===== config.mk =====
export PLATFORM = sky130hd
export DESIGN_NAME = rgb_mode_pwm_ctrl
export DESIGN_NICKNAME = d
export VERILOG_FILES = /design/src/rtl/rgb_mode_pwm_ctrl.sv
export SDC_FILE = /design/constraint.sdc
export NUM_CORES = 1
export LEC_CHECK = 0
export BUFFER_PORTS_ARGS = -buffer_cell sky130_fd_sc_hd__buf_2
export CORE_MARGIN = 1.5
export CORE_UTILIZATION = 60
export DETAILED_ROUTE_END_ITERATION = 16
export HOLD_SLACK_MARGIN = 0.03
export PLACE_DENSITY_LB_ADDON = 0.12
export SLEW_MARGIN = 20
export SYNTH_ARGS = -nofsm -noshare
export SYNTH_HDL_FRONTEND = slang
export SYNTH_SLANG_ARGS = --single-unit

===== constraint.sdc =====
create_clock -name clk -period 2.8 [get_ports clk]
set_input_delay 0.28 -clock clk [delete_from_list [all_inputs] [get_ports clk]]
set_output_delay 0.28 -clock clk [all_outputs]
set_load 0.03 [all_outputs]

===== src/rtl/rgb_mode_pwm_ctrl.sv =====
// Button-stepped LED brightness controller: OFF, static levels and a PARTY ramp,
// driving CH PWM channels that share one free-running period counter.
module rgb_mode_pwm_ctrl #(
    parameter int CH        = 3,
    parameter int DW        = 10,
    parameter int LEVELS    = 3,
    parameter int STEP_DIV  = 100000,
    parameter int STEP_BASE = 64
) (
    input  logic          clk,
    input  logic          reset_p,
    input  logic          btn,
    output logic [3:0]    mode_o,
    output logic          party_mode_flag,
    output logic [CH-1:0] pwm_out
);

    localparam int TW = $clog2(STEP_DIV);
    localparam int SW = DW + $clog2(CH + 1) + 1;
    localparam int LW = DW + 4;
    localparam logic [DW-1:0] DMAX  = {DW{1'b1}};
    localparam logic [DW-1:0] HALF  = DW'(2 ** (DW - 1));
    localparam logic [3:0]    PARTY = 4'(LEVELS + 1);

    logic [DW-1:0] level_duty [16];

    for (genvar k = 0; k < 16; k++) begin : g_level
        localparam logic [DW-1:0] DUTY =
            (k <= LEVELS) ? DW'((LW'(k) * LW'(DMAX)) / LW'(LEVELS)) : '0;
        assign level_duty[k] = DUTY;
    end

    logic          sync1_q, sync2_q, prev_q, armed_q;
    logic [1:0]    fill_q;
    logic [3:0]    mode_q, mode_d;
    logic          party_q;
    logic [TW-1:0] tick_q, tick_d;
    logic [DW-1:0] tgt_q [CH];
    logic [DW-1:0] tgt_d [CH];
    logic [DW-1:0] act_q [CH];
    logic [DW-1:0] cnt_q;
    logic [CH-1:0] pwm_q;
    logic          rise, tick;
    logic [SW-1:0] sum;

    // armed_q only sets once sync2_q holds a genuinely sampled low, so a level
    // held high through reset is never taken as a press.
    always_ff @(posedge clk or posedge reset_p) begin
        if (reset_p) begin
            sync1_q <= 1'b0;
            sync2_q <= 1'b0;
            prev_q  <= 1'b0;
            fill_q  <= 2'b00;
            armed_q <= 1'b0;
        end else begin
            sync1_q <= btn;
            sync2_q <= sync1_q;
            prev_q  <= sync2_q;
            fill_q  <= {fill_q[0], 1'b1};
            if (fill_q[1] && !sync2_q) armed_q <= 1'b1;
        end
    end

    assign rise = sync2_q & ~prev_q & armed_q;
    assign tick = (mode_q == PARTY) && (tick_q == TW'(STEP_DIV - 1));

    always_comb begin
        mode_d = mode_q;
        tick_d = tick_q;
        tgt_d  = tgt_q;
        sum    = '0;
        if (rise) begin
            mode_d = (mode_q == PARTY) ? 4'd0 : mode_q + 4'd1;
            tick_d = '0;
            for (int c = 0; c < CH; c++) begin
                if (mode_d == PARTY) tgt_d[c] = (c == 0) ? HALF : '0;
                else                 tgt_d[c] = level_duty[mode_d];
            end
        end else if (mode_q == PARTY) begin
            if (tick) begin
                tick_d = '0;
                for (int c = 0; c < CH; c++) begin
                    sum      = SW'(tgt_q[c]) + SW'((c + 1) * STEP_BASE);
                    tgt_d[c] = (sum > SW'(DMAX)) ? '0 : sum[DW-1:0];
                end
            end else begin
                tick_d = tick_q + TW'(1);
            end
        end
    end

    always_ff @(posedge clk or posedge reset_p) begin
        if (reset_p) begin
            mode_q  <= '0;
            party_q <= 1'b0;
            tick_q  <= '0;
            cnt_q   <= '0;
            pwm_q   <= '0;
            for (int c = 0; c < CH; c++) begin
                tgt_q[c] <= '0;
                act_q[c] <= '0;
            end
        end else begin
            mode_q  <= mode_d;
            party_q <= (mode_d == PARTY);
            tick_q  <= tick_d;
            cnt_q   <= cnt_q + DW'(1);
            for (int c = 0; c < CH; c++) begin
                tgt_q[c] <= tgt_d[c];
                // shadow load only at period boundary keeps every period whole
                if (cnt_q == DMAX) act_q[c] <= tgt_q[c];
                pwm_q[c] <= (cnt_q < act_q[c]);
            end
        end
    end

    assign mode_o          = mode_q;
    assign party_mode_flag = party_q;
    assign pwm_out         = pwm_q;

endmodule


# After elaboration in Yosys (flattened, before gate mapping)

Memories as Yosys holds them, arrays and structs flattened.
Cells that the tools add are included.

Add/subtract/negate cells: 6
$lt $le $gt $ge: 7
Equal/unequal tests: 5
Mux-type cells: 15
Bitwise logic cells: 4
Reductions and logical operators: 6

Operator list:

| cell                                                             | number |
|---|---|
| two-way mux 30 bit                                               | 3 |
| two-way mux 10 bit                                               | 7 |
| two-way mux 17 bit                                               | 3 |
| greater-than comparator 11 x 10 -> 1 bit (second input constant) | 3 |
| less-than comparator 10 bit                                      | 3 |
| adder 10 x 8 -> 11 bit (second input constant)                   | 2 |
| adder 17 x 1 -> 17 bit (second input constant)                   | 1 |
| equality test 17 bit (second input constant)                     | 1 |
| equality test 4 x 3 -> 1 bit (second input constant)             | 3 |
| adder 10 x 7 -> 11 bit (second input constant)                   | 1 |
| adder 10 x 1 -> 10 bit (second input constant)                   | 1 |
| equality test 10 bit (second input constant)                     | 1 |
| two-way mux 4 bit                                                | 2 |
| >= comparator 5 bit (second input constant)                      | 1 |
| inverter 4 -> 5 bit                                              | 1 |
| adder 4 x 1 -> 4 bit (second input constant)                     | 1 |
| nonzero test 2 bit                                               | 2 |
| AND 1 bit                                                        | 2 |
| logical AND 1 bit                                                | 2 |
| AND reduction 2 bit                                              | 1 |
| zero test 1 bit                                                  | 1 |
| inverter 1 bit                                                   | 1 |

Register bits after elaboration: 101
ROM bits: 160
Memories kept: 1

Memory list:

| name             | depth | bits a word | read ports | clocked after Yosys merged registers in | wr ports | line | RTL |
|---|---|---|---|---|---|---|---|
| (name not given) | 16    | 10          | 1          | 0                                       | 0        | 77   | `else tgt_d[c] = level_duty[mode_d];` |

# Longest topological paths before layout

Word-level depth: 8
Depth in mapped cells: 10
Mapped depth without buffers: 7

# Least setup slack after synthesis

OpenSTA, ideal clock, no wires.

Kind: register -> register
Start: register mode_q[0] (netlist: mode_o[0])
End: register tgt_q[17] in the netlist's numbering
Arrival: 2.064 ns
Data required time: 2.681 ns
Path slack: 0.618 ns
Stages on the path, launching flop included: 10
Path buffers: 3
Clock period less this slack: 2.182 ns
Cell sequence: dfrtp_1 inv_1 ha_1 and3b_1 clkbuf_1 and2_1 a31o_1 buf_6 buf_2 o21a_1

Word-level cells in the longest chain between the ends: 8
Elaborated cells between the ends (all ways): 14

Ends and longest elaborated chain:

| item                                                                        | line       | RTL |
|---|---|---|
| start: declaration                                                          | 35         | `logic [3:0] mode_q, mode_d;` |
| start signal: assignment                                                    | 104        | `mode_q <= mode_d;` |
| adder 4 x 1 -> 4 bit / equality test 4 x 3 -> 1 bit (equally long branches) | 73, 65, 79 |  |
| two-way mux 4 bit                                                           | 73         | `mode_d = (mode_q == PARTY) ? 4'd0 : mode_q + 4'd1;` |
| inverter 4 -> 5 bit (implied by the code)                                   | 77         |  |
| memory read (16 x 10 bit)                                                   | n/a        |  |
| two-way mux 10 bit (2 in series)                                            | n/a        |  |
| two-way mux 10 bit                                                          | 76         | `if (mode_d == PARTY) tgt_d[c] = (c == 0) ? HALF : '0;` |
| two-way mux 30 bit                                                          | 72         | `if (rise) begin` |
| end signal: indexed assignment                                              | 109        | `tgt_q[c] <= tgt_d[c];` |
| end: declaration                                                            | 38         | `logic [DW-1:0] tgt_q [CH];` |

Several ways; a longest one is shown, not always the timed one. The select of a mux whose other input is x is not followed.
A chain may end at the register's enable or synchronous reset.

# Final worst setup path

Start: register mode_q[0] (netlist: mode_o[0])
End: register tgt_q[29] in the netlist's numbering

The elaborated chain is that of the path after synthesis.

==> flow_summary.ini <==
[routing]
wl_met2_mm = 3.61
wl_met3_um = 261
drcViolationCount = 0
vias_per_cell = 5.96
via_count = 3000
wl_per_cell_um = 15.5
drt_iter0_drc = 203
final_antenna_net_count = 0
wl_met1_mm = 3.80
drt_wl_total_mm = 7.80
top_layer = met4
dr.pass1.iters = 4

[synthesis]
synth_compound_area_share_pct = 15.2
synth_area_sq_mm = 0.00399
synth_top_family_by_area = simple AND/OR/NAND/NOR gates
synthMuxAreaShare_pct = 0.251
yosysWarnings = 0
syn-num-nets = 444
avgSynthCellArea_sq_um = 9.86
synth_cells = 405
yosys-top-cells-area = dfrtp_1 (47%), ha_1 (11%), nand2_1 (4.2%)
ys_types = 44
synth_top_area_cell = dfrtp_1
synthXorXnorAreaFrac_pct = 5.27
synth-seq-cells = 75
synth_top_area_share_pct = 47.0
ys_seq_area_share_pct = 47.0
synth-simple-area-share_pct = 16.6
yosys.area_share.adder_pct = 11.3

[sta]
max_slew_margin_pct = 62.9
fmax_ghz = 0.438
setup_ws_ps = 519
post-route-min-period_ps = 2280
clock_skew_ps = 8.98
rsz0062_at_grt = false
hold_viol_final = 0
tightestPinTransition_ps = 553
setup_tns_ps = 0
slew_viol_final = 0
setup_viol = 0
period_share_pct = 81.5

[clock_network]
clock_path_buffers = 2
clkSinkCount = 75
numCtsBuffers = 9
htree_num_levels = 3
cts_setup_buffers = 0
cts.clk_slew.worst_paths_ps = 80
cts_tree = yes
insertion_delay_ps = 350
root_buffer = clkbuf_8

[run_status]
outcome = complete, no violations

[worst_setup_path]
worst-endpoint-arrival_ps = 2510
crit_type = register to register
start_kind = register
cp_cell_sequence = inv_1 > ha_1 > and3b_1 > and2_1 > a31o_1 > buf_4 > o21ai_0 > a221o_1
crit_fanout = 23
path_buf_inv = 2
end_kind = register
cp_slowest_cell = dfrtp_1
path_delay_family = compound AO/OA/AOI/OAI gates
cpPeakStageDelay_ps = 420
worstPathRequired_ps = 3030

[placement]
port_buffers = 10
placed_cells = 487
globalplace.congestion = 0.832
pre_cts_slack_ps = 553
dp.final_hpwl_mm = 5.61

[grt]
grt_overflow = 0
grt_pass1_wl_mm = 13.9
grt_max_degree = 39
antenna_found_initial = 0
grt.total_usage_pct = 24.6
grt_pass1_vias = 2938

[floorplanning]
initial_utilization_pct = 62.5
rows = 29
boundaryPins = 11
dieArea_sq_mm = 0.00715
core_area_sq_mm = 0.00639
fp.dieH_um = 84.6
die_w_um = 84.6

[layout]
mostFrequentLayoutCells = dfrtp_1 (75), nand2_1 (45), ha_1 (36), o21ai_0 (33), nor2_1 (30)
drive_above_1_share_pct = 7.75
fin_cells = 503
final_nets = 461
antenna_cells = 0
final_common_cell = dfrtp_1
syn_to_final_growth_pct = 8.15

[power_and_ir_drop]
p_per_area_mw_per_mm2 = 628
leakage_nw = 1.99
ir_worst_vdd_mv = 0.544

[job]
drv_cap = 0

[hold_path]
hold_class = input pin to async pin
[worst reg2reg max path: cells and delay by family (launching register included)]
| family | cells | cell delay [ps] |
|---|---|---|
| flip-flops | 1 | 420 |
| adder cells (fa/ha/maj) | 1 | 220 |
| AND/OR/NAND/NOR | 2 | 550 |
| AO/OA/AOI/OAI | 3 | 620 |
| buffers and inverters | 2 | 360 |
[metrics by stage]
stage	hold slack, ps	util, %	cell area (sq um)	power, W
after detailed placement	336	64.6	4120	0.00193
after floorplan	311	-	3990	0.00177
after global routing	86.3	67.6	4320	0.00287
after CTS	56.0	67.6	4320	0.00272
after global placement	337	64.6	4120	0.00190
final	37.4	67.6	4320	0.00271
[area by class of cell]
type,instances,area [sq um]
Multi-Input combinational cell,289,1940
Inverter,30,113
Clock inverter,5,55.1
Sequential cell,75,1880
Clock buffer,10,128
Timing Repair Buffer,17,105
Tap cell,77,96.3
Fill cell,498,2070
[power by group]
group	internal [W]	total, W	switching, W	leakage [nW]
combinational	0.000236	0.000545	0.000309	0.926
sequential	0.00121	0.00137	0.000160	0.980
clock	0.000404	0.000801	0.000397	0.0881
[cells by family (layout without fill, tap and decap cells)]
group	after synthesis	count (layout)
and+or+nand+nor	133	133
other	1	1
adders and majority gates	36	36
AOI/OAI and AO/OA	94	94
muxes	1	1
buffers and inverters	41	62
xor gates and xnor gates	24	24
DFF	75	75
[metal layers]
metal / vias to the layer above / track usage, %
li1: 1450 / -
met1: 1488 / 35.0
met2: 49 / 37.3
met3: 13 / 5.21
met4: 0 / 9.09
met5: - / 0
[worst paths after layout]
path	cells after the start	endpoint	slack (ps)	start
setup / recovery	8	tgt_q[29]	520	mode_o[0]
hold / removal	3	act_q[24]	40	reset_p
setup reg to reg	8	tgt_q[29]	520	mode_o[0]
hold reg to reg	0	sync2_q	350	sync1_q
max in group asynchronous	3	tgt_q[8]	2420	reset_p
min in group clk	0	sync2_q	350	sync1_q
[cell usage after synthesis]
library cell and count:
and2_1 3, a2bb2oi_1 1, a31oi_1 3, conb_1 1, a21oi_1 15, and4_1 2
o31ai_1 1, clkbuf_1 7, a221o_1 2, and3_1 6, nand3b_1 2, o2111ai_1 4
a211o_1 1, a22o_1 1, o311a_1 3, nor4bb_1 1, dfrtp_1 75, ha_1 36
a2111oi_0 1, nand3_1 12, nor4_2 1, a21o_1 13, xnor2_1 13, nand2_1 45
a211oi_1 1, or4b_1 1, or3_1 3, nor2b_1 8, buf_2 2, inv_1 30
nand4_1 10, nand2b_1 4, o21ai_0 33, o211ai_1 6, mux2i_1 1, buf_6 2
nor4_1 1, o21a_1 7, a31o_1 1, and3b_1 2, a21bo_2 1, nor4b_1 2
nor2_1 30, xor2_1 11
[sequential cells by signal, summed over array words and instances (netlist names)]
signal	flops
tick_q	17
sync1_q	1
sync2_q	1
pwm_out	3
mode_o	4
armed_q	1
act_q	17
tgt_q	17
prev_q	1
fill_q	2
cnt_q	10
party_mode_flag	1
[timing repair]
item	4_1_cts	5_1_grt
hold endpoints to repair	1	0
hold buffers	1	0
gates resized for setup	0	0
Power figures use the tool's default switching activity.
